==> src/rtl/wb_arbiter_pkg.sv <==
// Shared core defines: writeback widths, requester indices, small helpers.
// Latency: n/a (constants and pure functions only).
// Backpressure: n/a.
package wb_arbiter_pkg;

    // Default widths shared with exers and the ALUs.
    localparam int WB_NREQ    = 4;
    localparam int WB_ROBID_W = 7;
    localparam int WB_RD_W    = 6;
    localparam int WB_DATA_W  = 32;

    // Requester indices on the writeback arbiter.
    localparam int REQ_SCALU0 = 0;
    localparam int REQ_SCALU1 = 1;
    localparam int REQ_MCALU0 = 2;
    localparam int REQ_MCALU1 = 3;

    // Index increment with wrap at n, used for the round-robin pointer.
    function automatic int unsigned wrap_inc(input int unsigned idx, input int unsigned n);
        return (idx + 1 >= n) ? 0 : idx + 1;
    endfunction

endpackage

==> src/rtl/wb_arbiter_rr_arbiter.sv <==
// Round-robin one-hot picker: highest priority at ptr, then ptr+1, ... with wrap.
// Latency: purely combinational.
// Backpressure: none; the caller decides what a grant means.
module rr_arbiter #(
    parameter int N = 4,
    localparam int PW = (N > 1) ? $clog2(N) : 1
) (
    input  logic [N-1:0]  req,
    input  logic [PW-1:0] ptr,
    output logic [N-1:0]  grant,
    output logic          any
);

    logic [N-1:0] req_rot;
    logic [N-1:0] gnt_rot;
    logic         found;

    // Rotate right so that index ptr lands on bit 0.
    assign req_rot = N'({req, req} >> ptr);

    // Fixed priority on the rotated vector: lowest set bit wins.
    always_comb begin
        gnt_rot = '0;
        found   = 1'b0;
        for (int i = 0; i < N; i++) begin
            if (req_rot[i] && !found) begin
                gnt_rot[i] = 1'b1;
                found      = 1'b1;
            end
        end
    end

    // Rotate the winner back into original index space.
    assign grant = N'(({gnt_rot, gnt_rot} << ptr) >> N);
    assign any   = |req;

endmodule

==> src/rtl/wb_arbiter.sv <==
// Writeback bus arbiter: one holding slot per execute unit, round-robin drain onto a registered bus.
// Latency: req_valid in cycle N with free slot -> wb_valid in N+2; 1 result/cycle sustained.
// Backpressure: req_stall[i] (combinational) while slot i is full and not granted; flush drops, never stalls.
module wb_arbiter
    import wb_arbiter_pkg::*;
#(
    parameter int NREQ    = WB_NREQ,
    parameter int ROBID_W = WB_ROBID_W,
    parameter int RD_W    = WB_RD_W,
    parameter int DATA_W  = WB_DATA_W
) (
    input  logic                      clk,
    input  logic                      rst,
    input  logic [NREQ-1:0]           req_valid,
    input  logic [NREQ-1:0]           req_error,
    input  logic [NREQ*ROBID_W-1:0]   req_robid,
    input  logic [NREQ*RD_W-1:0]      req_rd,
    input  logic [NREQ*DATA_W-1:0]    req_result,
    output logic [NREQ-1:0]           req_stall,
    output logic                      wb_valid,
    output logic                      wb_error,
    output logic [ROBID_W-1:0]        wb_robid,
    output logic [RD_W-1:0]           wb_rd,
    output logic [DATA_W-1:0]         wb_result,
    input  logic                      rob_flush
);

    localparam int PTR_W = (NREQ > 1) ? $clog2(NREQ) : 1;

    typedef struct packed {
        logic               error;
        logic [ROBID_W-1:0] robid;
        logic [RD_W-1:0]    rd;
        logic [DATA_W-1:0]  result;
    } slot_t;

    slot_t             slot_q [NREQ];
    logic [NREQ-1:0]   slot_valid;
    logic [PTR_W-1:0]  rr_ptr;

    logic [NREQ-1:0]   grant;
    logic              any_grant;
    logic [NREQ-1:0]   accept;
    slot_t             grant_slot;
    logic [PTR_W-1:0]  grant_idx;
    logic [PTR_W-1:0]  ptr_next;
    logic              do_wb;

    rr_arbiter #(.N(NREQ)) u_rr (
        .req   (slot_valid),
        .ptr   (rr_ptr),
        .grant (grant),
        .any   (any_grant)
    );

    // A slot being drained this cycle can take a new result, so only
    // full-and-waiting slots push back. Flush does not change the stall view.
    assign req_stall = slot_valid & ~grant;
    assign accept    = req_valid & ~req_stall & {NREQ{~rob_flush}};
    assign do_wb     = any_grant & ~rob_flush;

    // Select the granted slot's contents and its index.
    always_comb begin
        grant_slot = '0;
        grant_idx  = '0;
        for (int i = 0; i < NREQ; i++) begin
            if (grant[i]) begin
                grant_slot = slot_q[i];
                grant_idx  = PTR_W'(i);
            end
        end
        ptr_next = PTR_W'(wrap_inc(32'(grant_idx), NREQ));
    end

    // Slot occupancy: flush empties everything, accept fills, grant empties.
    always_ff @(posedge clk) begin
        if (rst) begin
            slot_valid <= '0;
        end else begin
            for (int i = 0; i < NREQ; i++) begin
                if (rob_flush) begin
                    slot_valid[i] <= 1'b0;
                end else if (accept[i]) begin
                    slot_valid[i] <= 1'b1;
                end else if (grant[i]) begin
                    slot_valid[i] <= 1'b0;
                end
            end
        end
    end

    // Slot payload: captured only on accept; contents are ignored while the slot is empty.
    always_ff @(posedge clk) begin
        for (int i = 0; i < NREQ; i++) begin
            if (accept[i]) begin
                slot_q[i].error  <= req_error[i];
                slot_q[i].robid  <= req_robid[i*ROBID_W +: ROBID_W];
                slot_q[i].rd     <= req_rd[i*RD_W +: RD_W];
                slot_q[i].result <= req_result[i*DATA_W +: DATA_W];
            end
        end
    end

    // Round-robin pointer moves past the winner; it is left alone on flush.
    always_ff @(posedge clk) begin
        if (rst) begin
            rr_ptr <= '0;
        end else if (any_grant && !rob_flush) begin
            rr_ptr <= ptr_next;
        end
    end

    // Registered bus: payload holds its last value when nothing is broadcast.
    always_ff @(posedge clk) begin
        if (rst) begin
            wb_valid  <= 1'b0;
            wb_error  <= 1'b0;
            wb_robid  <= '0;
            wb_rd     <= '0;
            wb_result <= '0;
        end else begin
            wb_valid <= do_wb;
            if (do_wb) begin
                wb_error  <= grant_slot.error;
                wb_robid  <= grant_slot.robid;
                wb_rd     <= grant_slot.rd;
                wb_result <= grant_slot.result;
            end
        end
    end

    // The picker must never grant more than one slot, nor an empty one.
    a_grant_onehot: assert property (@(posedge clk) disable iff (rst) $onehot0(grant));
    a_grant_full:   assert property (@(posedge clk) disable iff (rst) (grant & ~slot_valid) == '0);

endmodule

==> config.mk <==
export PLATFORM = sky130hd
export DESIGN_NAME = wb_arbiter
export DESIGN_NICKNAME = d
export VERILOG_FILES = /design/src/rtl/wb_arbiter_pkg.sv /design/src/rtl/wb_arbiter_rr_arbiter.sv /design/src/rtl/wb_arbiter.sv
export SDC_FILE = /design/constraint.sdc
export NUM_CORES = 1
export LEC_CHECK = 0
export ABC_AREA = 1
export CELL_PAD_IN_SITES_DETAIL_PLACEMENT = 1
export CELL_PAD_IN_SITES_GLOBAL_PLACEMENT = 1
export CORE_AREA = 8 8 167 169
export CTS_CLUSTER_SIZE = 10
export DETAILED_ROUTE_END_ITERATION = 7
export DIE_AREA = 0 0 175 177
export DONT_BUFFER_PORTS = 1
export PLACE_DENSITY = 0.68
export SKIP_LAST_GASP = 1
export SLEW_MARGIN = 15
export SYNTH_ARGS = -nofsm -noshare
export SYNTH_HDL_FRONTEND = slang
export SYNTH_SLANG_ARGS = --single-unit
export TNS_END_PERCENT = 5
==> constraint.sdc <==
create_clock -name clk -period 5.5 [get_ports clk]
set_input_delay 0.825 -clock clk [delete_from_list [all_inputs] [get_ports clk]]
set_output_delay 0.825 -clock clk [all_outputs]
set_load 0.1 [all_outputs]
# Word-level counts from Yosys, hierarchy flattened
# Memory sizes are Yosys's and may differ from the RTL's.
# Cells that the tools add are included.
# totals
memories	1
regBits	53
ramBits	184
in_bits	191
# memory_table
name	words	width	read_ports	rd_clocked_by_memory_dff	wr	line_no	source
slot_q	4	46	4	0	4	wb_arbiter.sv:37	slot_t slot_q [NREQ];
# classes
n_bitwise	7
n_addsub	1
muxes	30
n_reduce_logical	14
n_shift	2
order_cmp	1
# ops
cell	count
46-bit two-way mux	4
1-bit two-way mux	23
4-bit bitwise AND	3
4-bit NOT	2
2-bit nonzero test	4
8-bit by 2-bit left shift with 8-bit output	1
8-bit by 2-bit >> shifter with 4-bit output	1
2-bit two-way mux	3
1-bit logical AND	4
1-bit logical NOT	4
4-bit OR reduction	1
2-bit by 1-bit adder with 3-bit output (second input constant)	1
3-bit >= comparator (second input constant)	1
2-bit OR reduction	1
1-bit bitwise AND	1
1-bit NOT	1

# Longest topological paths before layout
# depth
ltp_word	19
mapped_depth	16

# Modules after synthesis
# A second synthesis with hierarchy kept.
# hier_totals
cells_unflattened	881
area_unflattened_um2	9467.8
# by_module_without_submodules
mod	n_inst	cells_per_inst	area_per_inst_um2
wb_arbiter	1	829	9188.8
rr_arbiter	1	52	279.0

# Worst setup path after synthesis
# OpenSTA, ideal clock, no wires.
# synth_path
path_type	register to register
start	register rr_ptr[0]
end	memory slot_q[0][0] in the netlist's numbering, enable pin
path_buffers	3
stages_incl_launch_ff	14
t_arrival_ns	5.001
setup_slack_ns	-0.008
period_less_slack_ns	5.508
cell_sequence	dfxtp_1 buf_6 nand2_1 nand3_1 nand2_2 inv_2 nand3_1 nand3_1 buf_6 buf_4 nand2_1 nand2_1 inv_1 nor3_1
# synth_lines
item	line_no	source
start: declaration	wb_arbiter.sv:39	logic [PTR_W-1:0] rr_ptr;
start signal: assignment	wb_arbiter.sv:109	rr_ptr <= ptr_next;
end: declaration	wb_arbiter.sv:37	

# Worst setup path after layout
# layout_path
start	register rr_ptr[0]
end	output req_stall[2]
# layout_between
elab_chain_len	14
# layout_rtl
item	line_no	source
8-bit by 2-bit >> shifter with 4-bit output	wb_arbiter_rr_arbiter.sv:19	assign req_rot = N'({req, req} >> ptr);
1-bit two-way mux	wb_arbiter_rr_arbiter.sv:26	if (req_rot[i] && !found) begin
1-bit logical NOT	wb_arbiter_rr_arbiter.sv:26	
1-bit logical AND	wb_arbiter_rr_arbiter.sv:26	
1-bit two-way mux	wb_arbiter_rr_arbiter.sv:26	
1-bit logical NOT	wb_arbiter_rr_arbiter.sv:26	
1-bit logical AND	wb_arbiter_rr_arbiter.sv:26	
1-bit two-way mux	wb_arbiter_rr_arbiter.sv:26	
1-bit logical NOT	wb_arbiter_rr_arbiter.sv:26	
1-bit logical AND	wb_arbiter_rr_arbiter.sv:26	
1-bit two-way mux	wb_arbiter_rr_arbiter.sv:26	
8-bit by 2-bit left shift with 8-bit output *	wb_arbiter_rr_arbiter.sv:34	assign grant = N'(({gnt_rot, gnt_rot} << ptr) >> N);
4-bit NOT *	wb_arbiter.sv:58	assign req_stall = slot_valid & ~grant;
4-bit bitwise AND *	wb_arbiter.sv:58	
end: declaration	wb_arbiter.sv:19	output logic [NREQ-1:0] req_stall,
# Every way passes the cells marked *; elsewhere a longest branch is shown, timed or not.

==> impl_summary.txt <==
----------------------------------------------------
[Clocking]
  Number of buffers created by CTS ... 28
  Clock slew seen by the registers of the worst setup and hold paths ... about 60 ps
  Clock tree from TritonCTS ... done
  H-tree depth reported by CTS ... 1
  Root Buffer ... sky130_fd_sc_hd__clkbuf_16
  Clock network latency to the later pin of the worst-skew pair ... around 540 ps
  Clock sink count ... approximately 240
  Number of gates resized after cts ... 0
  CTS max path bufs ... 3
  Number of buffers inserted by hold repair at cts ... 0
  Postcts setup bufs ... 0

[Logic synthesis]
  Parity-gate share of the synthesized area counting xor and xnor cells ... 0%
  Mean area per synthesized cell ... 12.0 um2
  Number of cells produced by synthesis ... 790
  Adder and majority gate portion of the synthesized area ... 0%
  Area fraction of the dominant cell type after synthesis ... between 50% and 60%
  Proportion of synthesized chip area in sequential cells ... 69.5%
  Most frequent cell after synthesis ... sky130_fd_sc_hd__edfxtp_1
  Simple-gate area share of the yosys netlist ... roughly 18%
  Post-synth EDFFs ... ~180
  Nets in the synthesized netlist ... around 980
  Cell taking the most area after synthesis ... sky130_fd_sc_hd__edfxtp_1
  Dominant cells by area after synthesis ... sky130_fd_sc_hd__edfxtp_1 (58%), sky130_fd_sc_hd__dfxtp_1 (11%), sky130_fd_sc_hd__nand3_1 (8.0%)
  Proportion of register bits with asynchronous set or reset after synthesis ... 0%
  Count of unique library cells instantiated by Yosys ... 29
  Most frequently used flop master after synthesis ... sky130_fd_sc_hd__edfxtp_1
  Most common library cells after synthesis ... sky130_fd_sc_hd__edfxtp_1 (184), sky130_fd_sc_hd__nand3_1 (151), sky130_fd_sc_hd__nand2_1 (113)
  Cell area after synthesis ... approximately 9500 um2
  Combinational family with the most area after synthesis ... simple AND/OR/NAND/NOR gates
  Share of the synthesized area in compound gates (AO/OA/AOI/OAI) ... under 10%
  Number of flip-flops and latches in the synthesized netlist ... 237
  Synth Warn # ... 0
  Share of synthesized area spent on multiplexers ... 0%

[STA]
  Worst rel slew slack ... between 20 and 30%
  Worst clock skew ... between 15 and 20 ps
  Maximum achievable frequency ... around 260 MHz
  Final setup vio count ... 0
  Share of the clock period used by the worst path after layout ... ~71%
  Hold violation count in the final report ... 0
  Count of pins over their slew limit ... 0
  Worst-margin pin slew ... between 1000 and 1500 ps
  RSZ-0062 raised after global routing ... false
  Min Clock Period, post-route ... 3880 ps

[Floorplan]
  Chip height ... about 180 um
  I/O Pins ... 242
  Initial cell density of the core ... 37.2%
  Die Area ... 31000 um2
  Die width ... ~180 um
  Placement row count ... 59
  Core area ... ~25000 um2

[Global route]
  Pin count of the biggest net entering global routing ... 94
  Initial antenna violation count ... 7
  Via count of the first global-routing pass ... between 6000 and 7000
  Remaining global-route overflow ... 0
  Global Route Usage Sum ... around 18%
  First-pass GRT wire length ... 41.4 mm

[Routing]
  Overall via count from detail_route ... between 6000 and 7000
  Total wire length after detailed routing ... approximately 28 mm
  1st-pass router iterations ... 4
  Post-route antenna net violation count ... 0
  DR DRC count ... 0
  Post-detailed-route wirelength per cell ... approximately 25 um
  Vias per std cell ... roughly 5.4
  First-iteration detailed-routing DRC count ... approximately 360

[Layout]
  Core occupancy in the finished layout ... 41.2%
  Area overhead of the layout relative to synthesis ... 10.6%
  Ratio of cells with drive above 1 in the final layout ... around an eighth
  Final-stage net count ... slightly below 1000
  Non-filler cells, final ... ~1100

[Worst setup path]
  WP data arrival ... slightly above 3000 ps
  Crit path required time ... 4680 ps
  Nature of the critical path endpoint ... output pin
  Category of the most critical setup path ... reg -> out
  Startpoint types ... flip-flop
  Maximum fanout along the worst path ... 47

[Place]
  Cells after DPL ... 1083
  Count of buffers from port buffering ... 0
  DP Wirelength ... ~17 mm
  Global placement routability congestion ... around 0.75

[Run status]
  Run status ... finished, final reports clean

[Power and ir drop]
  Static leakage ... around 0.0037 uW
  Total power ... about 4800 uW
  Peak supply drop ... approximately 0.30 mV
  Power density over the cells ... 460 nW/um2

[Hold path]
  Class of the tightest hold or removal check ... in -> reg

[Job]
  Reported max-cap violation count ... 0

----------------------------------------------------
## critical path: stages, from the launching register on
cell,delay [ps]
sky130_fd_sc_hd__dfxtp_1,570
sky130_fd_sc_hd__inv_2,170
sky130_fd_sc_hd__nand2_1,120
sky130_fd_sc_hd__nand3_1,90
sky130_fd_sc_hd__nand2_2,160
sky130_fd_sc_hd__nand2_2,80
sky130_fd_sc_hd__nor2_4,120
sky130_fd_sc_hd__nand2_2,70
sky130_fd_sc_hd__nand3_2,70
sky130_fd_sc_hd__buf_4,490
sky130_fd_sc_hd__and2_1,250
sky130_fd_sc_hd__nor2_2,70
sky130_fd_sc_hd__buf_4,230
## layer usage
layer  part of all wire, %  global-route usage (%)
met5                 0.074                       0
met4                   2.4                    4.87
met3                   6.8                    5.01
met2                    49                    29.4
met1                    42                    22.1
## state kept, by name, indices dropped and copies added, names as in the netlist
signal,flops
wb_error,1
slot_q,184
wb_robid,7
wb_valid,1
wb_result,32
slot_valid,4
wb_rd,6
rr_ptr,2
## cell usage in the layout (no fill, tap or decap)
master                      count
sky130_fd_sc_hd__inv_4          1
sky130_fd_sc_hd__clkinv_2       4
sky130_fd_sc_hd__dfxtp_1       53
sky130_fd_sc_hd__inv_1         54
sky130_fd_sc_hd__o21ai_0       35
sky130_fd_sc_hd__buf_4         15
sky130_fd_sc_hd__inv_2          2
sky130_fd_sc_hd__and2_1         2
sky130_fd_sc_hd__nand3b_1       1
sky130_fd_sc_hd__nor2_1         5
sky130_fd_sc_hd__clkbuf_1      19
sky130_fd_sc_hd__a21oi_1       21
sky130_fd_sc_hd__nor3b_2        2
sky130_fd_sc_hd__or2_2          1
sky130_fd_sc_hd__nor2_2         2
sky130_fd_sc_hd__clkbuf_16     28
sky130_fd_sc_hd__edfxtp_1     184
sky130_fd_sc_hd__nand3_2        7
sky130_fd_sc_hd__diode_2        5
sky130_fd_sc_hd__clkbuf_8       1
sky130_fd_sc_hd__o21ai_1       12
sky130_fd_sc_hd__nand2_1      113
sky130_fd_sc_hd__nor2_4         2
sky130_fd_sc_hd__nand4_1       48
sky130_fd_sc_hd__nor4_1         1
sky130_fd_sc_hd__nand2_4        1
sky130_fd_sc_hd__nand3_1      148
sky130_fd_sc_hd__nor3_4         2
sky130_fd_sc_hd__a21oi_2       29
sky130_fd_sc_hd__nand2_2        6
sky130_fd_sc_hd__clkinv_8       1
## power breakdown
| group | total, uW | switching, uW | internal, uW |
|---|---|---|---|
| clock network | 1660 | 700 | 964 |
| registers | 2440 | 378 | 2060 |
| logic | 730 | 518 | 212 |
## cells by family (layout without fill, tap and decap cells)
logic type | Yosys count | after routing
simple gates | 341 | 341
flops | 237 | 237
buf+inv | 115 | 125
compound gates | 97 | 97
other cells | 0 | 5
## path summary, 6_finish.rpt
kind / from / to / slack (ps) / cells after the start
worst max register to register: rr_ptr[0]$_SDFFE_PP0P_ / slot_q[0][42]$_DFFE_PP_ / 1840 / 13
worst min register to register: slot_valid[0]$_SDFFE_PP0P_ / slot_valid[0]$_SDFFE_PP0P_ / 540 / 2
worst min-delay path: rst / wb_result[5]$_SDFFE_PP0P_ / 360 / 1
worst max-delay path: rr_ptr[0]$_SDFFE_PP0P_ / req_stall[2] / 1620 / 12
## stage by stage
stage,worst slack [ps],hold slack [ps],cell area [um2],TNS [ps]
after detailed placement,1760,533,9660,0
after global placement,1880,525,9660,0
after global routing,1400,328,10500,0
after floorplan,-2.48,485,9490,-114
after CTS,1560,329,10500,0
final,1620,358,10500,0
## layout make-up
class	count	area, um2
Tap cell	335	419
Sequential cell	237	6590
Timing Repair Buffer	15	113
Clock inverter	4	31.3
Clock buffer	48	786
Multi-Input combinational cell	438	2320
Inverter	58	221
Fill cell	2719	15000
Antenna cell	5	12.5
Power figures use the tool's default switching activity.
